$ cat config.mk
export PLATFORM = sky130hd
export DESIGN_NAME = pipeline_hazard_ctrl
export DESIGN_NICKNAME = d
export VERILOG_FILES = /design/src/rtl/pipeline_hazard_ctrl_pkg.sv /design/src/rtl/pipeline_hazard_ctrl_sat_counter.sv /design/src/rtl/pipeline_hazard_ctrl.sv
export SDC_FILE = /design/constraint.sdc
export NUM_CORES = 1
export LEC_CHECK = 0
export CAP_MARGIN = 25
export CORE_ASPECT_RATIO = 0.6
export CORE_MARGIN = 2
export CORE_UTILIZATION = 24
export DETAILED_ROUTE_END_ITERATION = 12
export SLEW_MARGIN = 15
export SYNTH_ARGS = -nofsm -noshare
export SYNTH_HDL_FRONTEND = slang
export SYNTH_HIERARCHICAL = 1
export SYNTH_SLANG_ARGS = --single-unit
export TNS_END_PERCENT = 5
$ cat constraint.sdc
create_clock -name clk -period 2.2 [get_ports clk]
set_input_delay 0.44 -clock clk [delete_from_list [all_inputs] [get_ports clk]]
set_output_delay 0.44 -clock clk [all_outputs]
set_load 0.1 [all_outputs]
$ cat src/rtl/pipeline_hazard_ctrl_pkg.sv
// pipeline_hazard_ctrl_pkg: opcode constants, FSM encoding and operand-use decode
// shared by the hazard controller.
package pipeline_hazard_ctrl_pkg;
    localparam logic [6:0] OP_LUI    = 7'b0110111;
    localparam logic [6:0] OP_AUIPC  = 7'b0010111;
    localparam logic [6:0] OP_JAL    = 7'b1101111;
    localparam logic [6:0] OP_OP     = 7'b0110011;
    localparam logic [6:0] OP_STORE  = 7'b0100011;
    localparam logic [6:0] OP_BRANCH = 7'b1100011;

    localparam logic [1:0] ST_RUN        = 2'd0;
    localparam logic [1:0] ST_HOLD       = 2'd1;
    localparam logic [1:0] ST_FLUSH_PEND = 2'd2;

    function automatic logic uses_rs1(input logic [6:0] op);
        return !(op == OP_LUI || op == OP_AUIPC || op == OP_JAL);
    endfunction

    function automatic logic uses_rs2(input logic [6:0] op);
        return op == OP_OP || op == OP_STORE || op == OP_BRANCH;
    endfunction
endpackage

$ cat src/rtl/pipeline_hazard_ctrl_sat_counter.sv
// sat_counter: saturating event counter; clear wins over increment.
module sat_counter #(
    parameter int CNT_W = 16
) (
    input  logic             clk,
    input  logic             rst,
    input  logic             inc,
    input  logic             clr,
    output logic [CNT_W-1:0] count
);
    always_ff @(posedge clk or posedge rst) begin
        if (rst)
            count <= '0;
        else if (clr)
            count <= '0;
        else if (inc && count != '1)
            count <= count + 1'b1;
    end
endmodule

$ cat src/rtl/pipeline_hazard_ctrl.sv
// pipeline_hazard_ctrl: load-use / branch / memory-wait hazard control for a
// 5-stage pipeline, with stall and flush performance counters.
module pipeline_hazard_ctrl
    import pipeline_hazard_ctrl_pkg::*;
#(
    parameter int CNT_W = 16
) (
    input  logic             clk,
    input  logic             rst,
    input  logic [6:0]       id_opcode,
    input  logic [4:0]       id_rs1,
    input  logic [4:0]       id_rs2,
    input  logic [4:0]       ex_rd,
    input  logic             ex_mem_read,
    input  logic             ex_branch_taken,
    input  logic             imem_ready,
    input  logic             dmem_busy,
    input  logic             cnt_clear,
    output logic             pc_write,
    output logic             if_id_enable,
    output logic             if_id_flush,
    output logic             id_ex_bubble,
    output logic             pipe_hold,
    output logic [CNT_W-1:0] stall_cycles,
    output logic [CNT_W-1:0] flush_count,
    output logic [1:0]       state_o
);
    logic [1:0] state, state_nxt;
    logic load_use, fp, flush_now, load_stall, imem_stall, stall_inc;

    assign load_use = ex_mem_read && ex_rd != 5'd0 &&
                      ((uses_rs1(id_opcode) && ex_rd == id_rs1) ||
                       (uses_rs2(id_opcode) && ex_rd == id_rs2));

    // HOLD with memory released behaves exactly like RUN; only a latched
    // branch (FLUSH_PEND) forces the flush once memory frees up.
    always_comb begin
        fp         = state == ST_FLUSH_PEND;
        flush_now  = !dmem_busy && (fp || ex_branch_taken);
        load_stall = !dmem_busy && !fp && !ex_branch_taken && load_use;
        imem_stall = !dmem_busy && !fp && !ex_branch_taken && !load_use && !imem_ready;
        stall_inc  = !rst && (dmem_busy || load_stall || imem_stall);
        state_nxt  = state == 2'd3 ? ST_RUN :
                     !dmem_busy ? ST_RUN :
                     (fp || ex_branch_taken) ? ST_FLUSH_PEND : ST_HOLD;
        pc_write     = !rst && !dmem_busy && !load_stall && !imem_stall;
        if_id_enable = !rst && !dmem_busy && !load_stall;
        if_id_flush  = rst || flush_now || imem_stall;
        id_ex_bubble = rst || flush_now || load_stall;
        pipe_hold    = !rst && dmem_busy;
    end

    always_ff @(posedge clk or posedge rst) begin
        if (rst)
            state <= ST_RUN;
        else
            state <= state_nxt;
    end

    assign state_o = state;

    sat_counter #(.CNT_W(CNT_W)) u_stall (
        .clk(clk), .rst(rst), .inc(stall_inc), .clr(cnt_clear), .count(stall_cycles)
    );

    sat_counter #(.CNT_W(CNT_W)) u_flush (
        .clk(clk), .rst(rst), .inc(!rst && flush_now), .clr(cnt_clear), .count(flush_count)
    );
endmodule

Word-level counts from Yosys, hierarchy flattened
Index checks and enable logic that the tools add are counted.
W data, S select, Z words.
Cells by class
  add/subtract/negate cells: 2
  $mul: 0
  divide/modulo/power cells: 0
  $lt $le $gt $ge: 0
  equality and inequality tests: 12
  shift operators: 0
  muxes and demuxes: 7
  bitwise operators: 0
  reduce and logical (&&, ||, !) cells: 41
Operator list (number)
  $mux W16: 4
  $add A16 B1 Y16 const B: 2
  $ne A16 B16 Y1 const B: 2
  $eq A7 B6 Y1 const B: 3
  $logic_and A1 B1 Y1: 18
  $eq A7 B7 Y1 const B: 2
  $logic_or A1 B1 Y1: 11
  $eq A5 B5 Y1: 2
  $logic_not A1 Y1: 9
  $eq A7 B5 Y1 const B: 1
  $mux W2: 3
  $reduce_bool A5 Y1: 1
  $eq A2 B2 Y1 const B: 2
  $reduce_bool A2 Y1: 2
Word-level totals
  flip-flop bits (word level): 34
  latch bits: 0
  RAM bits: 0
  memory bits (read-only): 0
  input port bits: 29
  output and inout bits: 39
  word-level logic and storage cells: 65
  memories: 0

Depth between registers and ports, before layout
Gate-level depths: netlist (run 1).
  depth after elaboration: 15
  mapped depth: 10
  gate-level depth less buffers: 9

Cells and area by module
The synthesis (run 1) kept the hierarchy.
Modules (own cells, without submodules)
  sat_counter: instances 2, cells each 101, area an instance 932.1 um^2
  pipeline_hazard_ctrl: instances 1, cells each 44, area an instance 316.6 um^2

Worst setup path before layout (run 1)
No wires, ideal clock.
  path kind: input port to output port
  start point: in ex_rd[2]
  end point: out id_ex_bubble
  data arrival time: 2.952 ns
  required time: 1.760 ns
  path slack: -1.192 ns
  stages on the path: 5
  path buffers: 0
  path through: xnor2_1 nand4_1 or4_1 a21o_1 a31oi_1
On the way
  longest elaborated chain between the ends: 6
  elaborated cells on any way between the ends: 10
  those cells by class: 2 x eq/ne; 8 x reduce/logical
Ends and longest elaborated chain
  from (decl): line pipeline_hazard_ctrl.sv:13  | input logic [4:0] ex_rd,
  $eq A5 B5 Y1, on equally long branches: line pipeline_hazard_ctrl.sv:32, pipeline_hazard_ctrl.sv:33
  $logic_and A1 B1 Y1, on equally long branches: line pipeline_hazard_ctrl.sv:32, pipeline_hazard_ctrl.sv:33
  $logic_or A1 B1 Y1: line pipeline_hazard_ctrl.sv:32  | ((uses_rs1(id_opcode) && ex_rd == id_rs1) ||
  $logic_and A1 B1 Y1 *: line pipeline_hazard_ctrl.sv:31  | assign load_use = ex_mem_read && ex_rd != 5'd0 &&
  $logic_and A1 B1 Y1 *: line pipeline_hazard_ctrl.sv:40  | load_stall = !dmem_busy && !fp && !ex_branch_taken && load_use;
  $logic_or A1 B1 Y1 *: line pipeline_hazard_ctrl.sv:49  | id_ex_bubble = rst || flush_now || load_stall;
  to (decl): line pipeline_hazard_ctrl.sv:22  | output logic id_ex_bubble,
Mark *: on every way between the ends. The rest lies on a longest branch, timed or not.

Worst setup path in the final report (run 1)
  start point: in ex_rd[0]
  end point: reg u_stall.count[11]
On the way
  longest elaborated chain between the ends: 11
  elaborated cells on any way between the ends: 17
  those cells by class: 2 x eq/ne; 15 x reduce/logical
Ends and longest elaborated chain
  $eq A5 B5 Y1, on equally long branches: line pipeline_hazard_ctrl.sv:32, pipeline_hazard_ctrl.sv:33
  $logic_and A1 B1 Y1, on equally long branches: line pipeline_hazard_ctrl.sv:32, pipeline_hazard_ctrl.sv:33
  $logic_or A1 B1 Y1: line pipeline_hazard_ctrl.sv:32
  $logic_and A1 B1 Y1 *: line pipeline_hazard_ctrl.sv:31
  $logic_not A1 Y1: line pipeline_hazard_ctrl.sv:41  | imem_stall = !dmem_busy && !fp && !ex_branch_taken && !load_use && !imem_ready;
  $logic_and A1 B1 Y1 (2 in series): line pipeline_hazard_ctrl.sv:41
  $logic_or A1 B1 Y1 *: line pipeline_hazard_ctrl.sv:42  | stall_inc = !rst && (dmem_busy || load_stall || imem_stall);
  $logic_and A1 B1 Y1 *: line pipeline_hazard_ctrl.sv:42
  net stall_inc: line pipeline_hazard_ctrl.sv:29  | logic load_use, fp, flush_now, load_stall, imem_stall, stall_inc;
  $logic_and A1 B1 Y1 *: line pipeline_hazard_ctrl_sat_counter.sv:16  | else if (inc && count != '1)
  $reduce_bool A2 Y1 (no source line) *
  to (signal assigned): line pipeline_hazard_ctrl_sat_counter.sv:17  | count <= count + 1'b1;
  to (decl): line pipeline_hazard_ctrl_sat_counter.sv:9  | output logic [CNT_W-1:0] count
Mark *: on every way through the listed nets, which the timed path passes. The rest lies on a longest branch.
A chain may end at the register's enable or synchronous reset.

==> impl_table.tex, run 1 <==
\begin{tabular}{lr}
\hline
Metric & Value \\
\hline
\multicolumn{2}{l}{\textbf{Status}} \\
Run status & complete, but fails checks \\
Violations in the final reports & setup timing \\
\multicolumn{2}{l}{\textbf{Synthesis}} \\
Synth cell types & 38 \\
Most instantiated flip-flop cell in the synthesis netlist & dfrtp\_1 \\
Average size of a mapped cell & about 8.9 um2 \\
Biggest area contributors in the synthesized netlist & dfrtp\_1 (39\%), a21oi\_1 (5.7\%), or4\_1 (4.8\%) \\
Number of instances in the synthesized netlist & 246 \\
Cell with the most instances after synthesis & dfrtp\_1 \\
Nets in the synthesized netlist & 277 \\
Syn. warnings & 6 \\
EDFF count, synth & 0 \\
Cell taking the most area after synthesis & dfrtp\_1 \\
Number of flip-flops and latches in the synthesized netlist & 34 \\
Commonest cells post-synth & dfrtp\_1 (34), a21oi\_1 (25), nand3\_1 (15) \\
Combined area of all synthesized cells & 2180 um2 \\
Area fraction of the dominant cell type after synthesis & 0.390 \\
Sequential-to-total area share from yosys stat & 0.390 \\
Async set or reset register ratio after synthesis & 1.00 \\
\multicolumn{2}{l}{\textbf{Floorplan}} \\
I/O pin count & 68 \\
Die Span X & 127 um \\
Core ar. & between 8000 and 9000 um2 \\
Starting density of the core & 0.252 \\
Std-Cell Rows & 26 \\
Floorplan die area & 9890 um2 \\
Die outline height & 77.8 um \\
\multicolumn{2}{l}{\textbf{Timing}} \\
Final Hold Viols & 0 \\
Slew margin rel. & 0.567 \\
Crit share post-route & 1.21 \\
Post-Route Setup TNS & -5110 ps \\
Worst slack on hold paths & 525 ps \\
Number of setup violations in the final report & 25 \\
Slew Limit Fails & 0 \\
Timing-limited maximum frequency & 0.374 GHz \\
Pin slew with the least headroom to its limit & 643 ps \\
Minimum clock period & around 2700 ps \\
Fin worst setup slack & -473 ps \\
Worst clock skew on the final layout & 6.24 ps \\
RSZ-0062 raised after global routing & yes \\
\multicolumn{2}{l}{\textbf{Pwr}} \\
Clock network fraction of design power & 0.444 \\
Switching share of power & 0.261 \\
Flop pwr share & 0.363 \\
Worst IR drop on VDD & about 320 uV \\
Sw Pwr & 461 uW \\
PwrDens & about 510 nW/um2 \\
Combinational share of power & 0.193 \\
Cell-internal power & 1.30 mW \\
Lkg Pwr & 1.48 nW \\
\multicolumn{2}{l}{\textbf{Drt}} \\
Number of iterations in the first detailed-routing pass & 4 \\
Via-to-Cell Ratio & about 5 \\
Detail Route Antenna Nets & 0 \\
Number of vias in the routed layout & roughly 2300 \\
Post-route DRC violation count & 0 \\
Detail-routed net length per standard cell & 14.6 um \\
Iteration-0 DRC Markers & 130 \\
Total Wirelength & approximately 6700 um \\
\multicolumn{2}{l}{\textbf{Clocking}} \\
Clock Root Buffer & clkbuf\_16 \\
Clock transition at the registers of the reported paths & roughly 60 ps \\
Clk sink count & 34 \\
Clock insertion delay at the later pin of the skew report & 270 ps \\
Deepest level of the CTS H-tree & 2 \\
Clock tree from TritonCTS & yes \\
Buffer levels on the longest clock path & 2 \\
Number of buffers added by the clock tree synthesis step & 5 \\
\multicolumn{2}{l}{\textbf{Layout}} \\
Relative area change from synthesis to final layout & 59.7\% \\
Final-stage net count & around 380 \\
Number of filler cells placed in the layout & slightly below 900 \\
Final design utilization & 0.403 \\
Final instance area & 3480 um2 \\
Fraction of final layout cells with drive strength greater than 1 & 0.376 \\
Diode insertion count for antenna repair & 0 \\
\multicolumn{2}{l}{\textbf{Critical path}} \\
Required time of the worst setup path & around 2400 ps \\
CP arrival & 2880 ps \\
Setup slack of the worst register-to-register path & -70 ps \\
Path type of the worst setup path & primary input to register \\
CP endpoint kind & register \\
Crit path launch & ex\_rd[0] \\
Type of origin of the critical path & primary input \\
Worst Path Max Fanout & 4 \\
Reg-to-Reg Start & state\_o[1] \\
\multicolumn{2}{l}{\textbf{Placement}} \\
Post-Place Cell Area & 3200 um2 \\
Hpwl dp & 5080 um \\
Post-place setup slack & -1270 ps \\
Routability congestion estimate from global placement & 0.790 \\
Input/output buffers & between 60 and 70 \\
\multicolumn{2}{l}{\textbf{Global route}} \\
Number of antenna violations at the first check in global routing & 0 \\
First-pass GRT wire length & 11200 um \\
Remaining global-route overflow & 0 \\
Largest net degree at the start of global routing & 17 \\
GRT Total Usage & 0.139 \\
Number of global-route vias before repair & roughly 2200 \\
\multicolumn{2}{l}{\textbf{Flow run}} \\
Maximum Capacitance Violations & 0 \\
\multicolumn{2}{l}{\textbf{Worst hold path}} \\
Worst hold path class & primary input to async pin \\
\hline
\end{tabular}
## through the flow
step	total power, mW	cells
after detailed placement	0.985	455
final	1.77	463
after floorplan	0.824	246
after CTS	1.78	463
after global routing	1.84	463
after global placement	0.983	455
## cell type report
class,instances,area [um2],area share
multi-input cells,194,1390,0.398
inverters,10,37.5,0.0108
clock buffers,5,125,0.0359
flip-flops and latches,34,852,0.245
repair buffers,105,902,0.259
clock inverters,3,40.0,0.0115
well taps,112,140,0.0402
## cell usage in the layout, fill, tap and decap left out, drive strengths merged, types with 10 or more instances in the layout
| cell | n |
|---|---|
| or3 | 14 |
| nand2 | 13 |
| nand3 | 15 |
| nor3 | 11 |
| dfrtp | 34 |
| a21oi | 25 |
| o31ai | 10 |
| inv | 10 |
| or4 | 18 |
| nand4 | 12 |
| o21ai | 12 |
| buf | 87 |
| nor2 | 11 |
## cells by family (layout without fill, tap and decap cells)
logic type | after synthesis | in the layout | share of synthesized area
adders and majority gates | 2 | 2 | 0.0115
and+or+nand+nor | 115 | 115 | 0.320
buffers and inverters | 18 | 123 | 0.0402
AOI/OAI and AO/OA | 61 | 61 | 0.169
DFF | 34 | 34 | 0.390
muxes | 6 | 6 | 0.0298
xor gates and xnor gates | 10 | 10 | 0.0402
## state kept, by name, summed over array words and instances (netlist names)
register / cells
u_flush/count: 16
u_stall/count: 16
state_o: 2
## critical path, cell delays in order
cell	delay, ps
dlygate4sd2_1	270
xor2_1	170
or4_4	410
a21o_1	210
a31oi_4	240
nand3_2	110
or4_4	440
buf_6	140
or3_4	320
a21oi_2	130
## worst paths after layout
check / endpoint / cells after the start
setup reg to reg: u_stall/count[11] / 8
hold reg to reg: state_o[0] / 2
max in group asynchronous: u_stall/count[7] / 4
setup / recovery: u_stall/count[11] / 10
hold / removal: state_o[1] / 3
min in group clk: state_o[0] / 2
## power by group through the flow
stage	clock network (mW)	logic, mW	registers [mW]
finish	0.784	0.340	0.642
global route	0.840	0.363	0.642
CTS	0.806	0.334	0.641
detailed placement	0	0.333	0.652
global placement	0	0.331	0.652
floorplan	0	0.123	0.701
## metal layers
| metal | part of all wire | global-route usage |
|---|---|---|
| met5 | 0 | 0 |
| met4 | 0.0050 | 0.0231 |
| met3 | 0.071 | 0.0434 |
| met2 | 0.43 | 0.200 |
| met1 | 0.49 | 0.205 |
## repair_timing
action                     in CTS  in global routing
setup endpoints to repair      27                 32
hold buffers                    0                  0
cloned                          0                  0
hold endpoints to repair        0                  0
pin swaps                      17                 17
gates resized for setup        61                 25
buffers inserted                1                  0
Power figures use the tool's default switching activity.
==> run 2, diff against run 1 <==
==> constraint.sdc (replaced) <==
create_clock -name clk -period 2.6 [get_ports clk]
set_input_delay 0.52 -clock clk [delete_from_list [all_inputs] [get_ports clk]]
set_output_delay 0.52 -clock clk [all_outputs]
set_load 0.1 [all_outputs]
==> run 2 against run 1 <==
  * The run still ends with setup timing left
  * Total power decreased by 20%
  * Hold slack got worse by 18 ps
  * Final area decreased by 1.6%
  * Sequential power decreased by 15%
  * Flip-flop and latch count unchanged
  * Routed wire length decreased by 1.8%
  * Worst setup slack improved by 230 ps
  * Via count increased by 0.52%
  * Count of clock-buffer cells in the layout increased by 2
  * Critical path depth increased by 2
  * Register-to-register slack improved by 390 ps
  * Cell count decreased by 0.43%
==> impl_table.tex, run 2 (synthesis results as in run 1) <==
\begin{tabular}{lr}
\hline
Metric & Value \\
\hline
\multicolumn{2}{l}{\textbf{Drt}} \\
Detail Route Antenna Nets & 0 (unchanged) \\
Number of vias in the routed layout & 2313 (+0.52\%) \\
Number of iterations in the first detailed-routing pass & 4 (unchanged) \\
Via-to-Cell Ratio & 5.02 (+0.96\%) \\
Post-route DRC violation count & 0 (unchanged) \\
Iteration-0 DRC Markers & 115 (-12\%) \\
Total Wirelength & 6620 um (-1.8\%) \\
Detail-routed net length per standard cell & 14.3 um (-1.4\%) \\
\multicolumn{2}{l}{\textbf{Status}} \\
Run status & complete, but fails checks \\
Violations in the final reports & setup timing \\
\multicolumn{2}{l}{\textbf{Critical path}} \\
CP endpoint kind & register \\
FF-to-FF path depth & 9 (+1) \\
Worst Path Max Fanout & 4 (unchanged) \\
Path type of the worst setup path & primary input to register \\
CP arrival & 3050 ps (+170 ps) \\
Required time of the worst setup path & 2800 ps (+390 ps) \\
Type of origin of the critical path & primary input \\
\multicolumn{2}{l}{\textbf{Pwr}} \\
Switching share of power & 0.270 (+0.00929) \\
Worst IR drop on VDD & 208 uV (-35\%) \\
Lkg Pwr & 1.43 nW (-2.9\%) \\
Cell-internal power & 1.03 mW (-21\%) \\
Combinational share of power & 0.199 (+0.006) \\
Flop pwr share & 0.385 (+0.022) \\
PwrDens & 413 nW/um2 (-18\%) \\
Clock network fraction of design power & 0.417 (-0.027) \\
Sw Pwr & 383 uW (-17\%) \\
\multicolumn{2}{l}{\textbf{Floorplan}} \\
Std-Cell Rows & 26 (unchanged) \\
Die Span X & 127 um (unchanged) \\
Die outline height & 77.8 um (unchanged) \\
Floorplan die area & 9890 um2 (unchanged) \\
Core ar. & 8650 um2 (unchanged) \\
Starting density of the core & 0.252 (unchanged) \\
I/O pin count & 68 (unchanged) \\
\multicolumn{2}{l}{\textbf{Placement}} \\
Hpwl dp & 5050 um (-0.67\%) \\
Routability congestion estimate from global placement & 0.822 (+4.0\%) \\
Input/output buffers & 67 (unchanged) \\
\# placed instances & 449 (-1.3\%) \\
\multicolumn{2}{l}{\textbf{Clocking}} \\
Clock transition at the registers of the reported paths & 50 ps (about the same) \\
Clock tree from TritonCTS & yes \\
Deepest level of the CTS H-tree & 2 (unchanged) \\
Clock insertion delay at the later pin of the skew report & 270 ps (about the same) \\
Clk sink count & 34 (unchanged) \\
Number of buffers added by the clock tree synthesis step & 5 (unchanged) \\
Buffer levels on the longest clock path & 2 (unchanged) \\
Clock Root Buffer & clkbuf\_16 \\
\multicolumn{2}{l}{\textbf{Timing}} \\
Post-Route Setup TNS & -1300 ps (+3810 ps) \\
Worst clock skew on the final layout & 4.45 ps (-1.79 ps) \\
Timing-limited maximum frequency & 0.351 GHz \\
Fin worst setup slack & -247 ps (+226 ps) \\
Pin slew with the least headroom to its limit & 715 ps (+72.1 ps) \\
Slew Limit Fails & 0 (unchanged) \\
Slew margin rel. & 0.519 (-0.0485) \\
RSZ-0062 raised after global routing & yes \\
Final Hold Viols & 0 (unchanged) \\
Minimum clock period & 2850 ps \\
Crit share post-route & 1.09 \\
Number of setup violations in the final report & 11 (-56\%) \\
\multicolumn{2}{l}{\textbf{Worst hold path}} \\
Hold path cells & 1 \\
Worst hold path class & register to register \\
\multicolumn{2}{l}{\textbf{Layout}} \\
Post-route non-filler standard cell count & 461 (-0.43\%) \\
Fraction of final layout cells with drive strength greater than 1 & 0.341 (-0.0351) \\
Final-stage net count & 379 (-0.52\%) \\
Commonest cells after routing, fill and taps aside & buf\_4 (69), dfrtp\_1 (34), a21oi\_1 (23) \\
Most common cell after layout, fill and taps aside & buf\_4 \\
Relative area change from synthesis to final layout & 57.2\% \\
Diode insertion count for antenna repair & 0 (unchanged) \\
\multicolumn{2}{l}{\textbf{Flow run}} \\
Maximum Capacitance Violations & 0 (unchanged) \\
\multicolumn{2}{l}{\textbf{Global route}} \\
GRT Total Usage & 0.136 (-0.00268) \\
Largest net degree at the start of global routing & 17 (unchanged) \\
Number of global-route vias before repair & 2179 (-2.0\%) \\
Number of antenna violations at the first check in global routing & 0 (unchanged) \\
First-pass GRT wire length & 10800 um (-3.5\%) \\
Remaining global-route overflow & 0 (unchanged) \\
\hline
\end{tabular}
==> run 2: power groups by stage <==
stage	registers [mW]	logic (mW)	clock network [mW]
after floorplan	0.593	0.104	0
after global placement	0.553	0.274	0
after global routing	0.546	0.302	0.645
after detailed placement	0.553	0.276	0
final	0.545	0.282	0.591
after CTS	0.545	0.278	0.611
==> run 2: metrics by stage <==
step	utilization	cell area (um2)	hold slack [ps]	total power, mW	setup slack (ps)
6_report	0.396	3430	508	1.42	-247
5_1_grt	0.396	3430	532	1.49	-307
4_1_cts	0.388	3360	506	1.43	-387
3_5_place_dp	0.365	3150	494	0.829	-944
3_3_place_gp	0.365	3150	496	0.827	-964
2_1_floorplan	-	2190	275	0.697	-853
==> run 2: final timing paths <==
kind	startpoint	end	slack, ps
setup / recovery	id_opcode[3]	u_stall/count[15]	-250
hold / removal	state_o[0]	state_o[1]	510
setup reg to reg	state_o[1]	u_stall/count[15]	320
hold reg to reg	state_o[0]	state_o[1]	510
max in group asynchronous	rst	u_stall/count[7]	1290
min in group asynchronous	rst	state_o[1]	620
==> run 2: what timing repair did <==
item                                    in CTS  in global routing
pin swaps                                   17                 11
setup buffers                                4                  0
endpoints found under the hold margin        0                  0
endpoints found under the setup margin      20                 18
gates resized for setup                     62                 18
hold buffers                                 0                  0
gates cloned                                 0                  0
==> run 2: metal layers <==
| metal | share of wire | vias to the layer above | GRT usage | wire length (um) |
|---|---|---|---|---|
| li1 | - | 1156 | - | - |
| met1 | 0.50 | 1083 | 0.196 | 3310 |
| met2 | 0.41 | 70 | 0.189 | 2740 |
| met3 | 0.078 | 4 | 0.0510 | 514 |
| met4 | 0.0076 | 0 | 0.0363 | 50 |
| met5 | 0 | - | 0 | 0 |
==> run 2: area by class of cell <==
| cell class | count | area [um2] |
|---|---|---|
| clock buffer | 7 | 143 |
| clock inverter | 1 | 5.00 |
| fill | 908 | 5230 |
| inverter | 10 | 37.5 |
| multi-input combinational | 194 | 1350 |
| sequential | 34 | 851 |
| tap | 112 | 140 |
| timing repair buffer | 103 | 898 |
==> run 2: worst max-delay path, cell delays in order <==
cell and delay, ps:
clkdlybuf4s15_1 180, nor2_1 90, nand3_1 70, or4_1 520, a21o_1 190, a31oi_2 200, buf_4 160, nand3_4 80
or4_4 450, buf_6 140, or3_1 300, a21oi_1 140
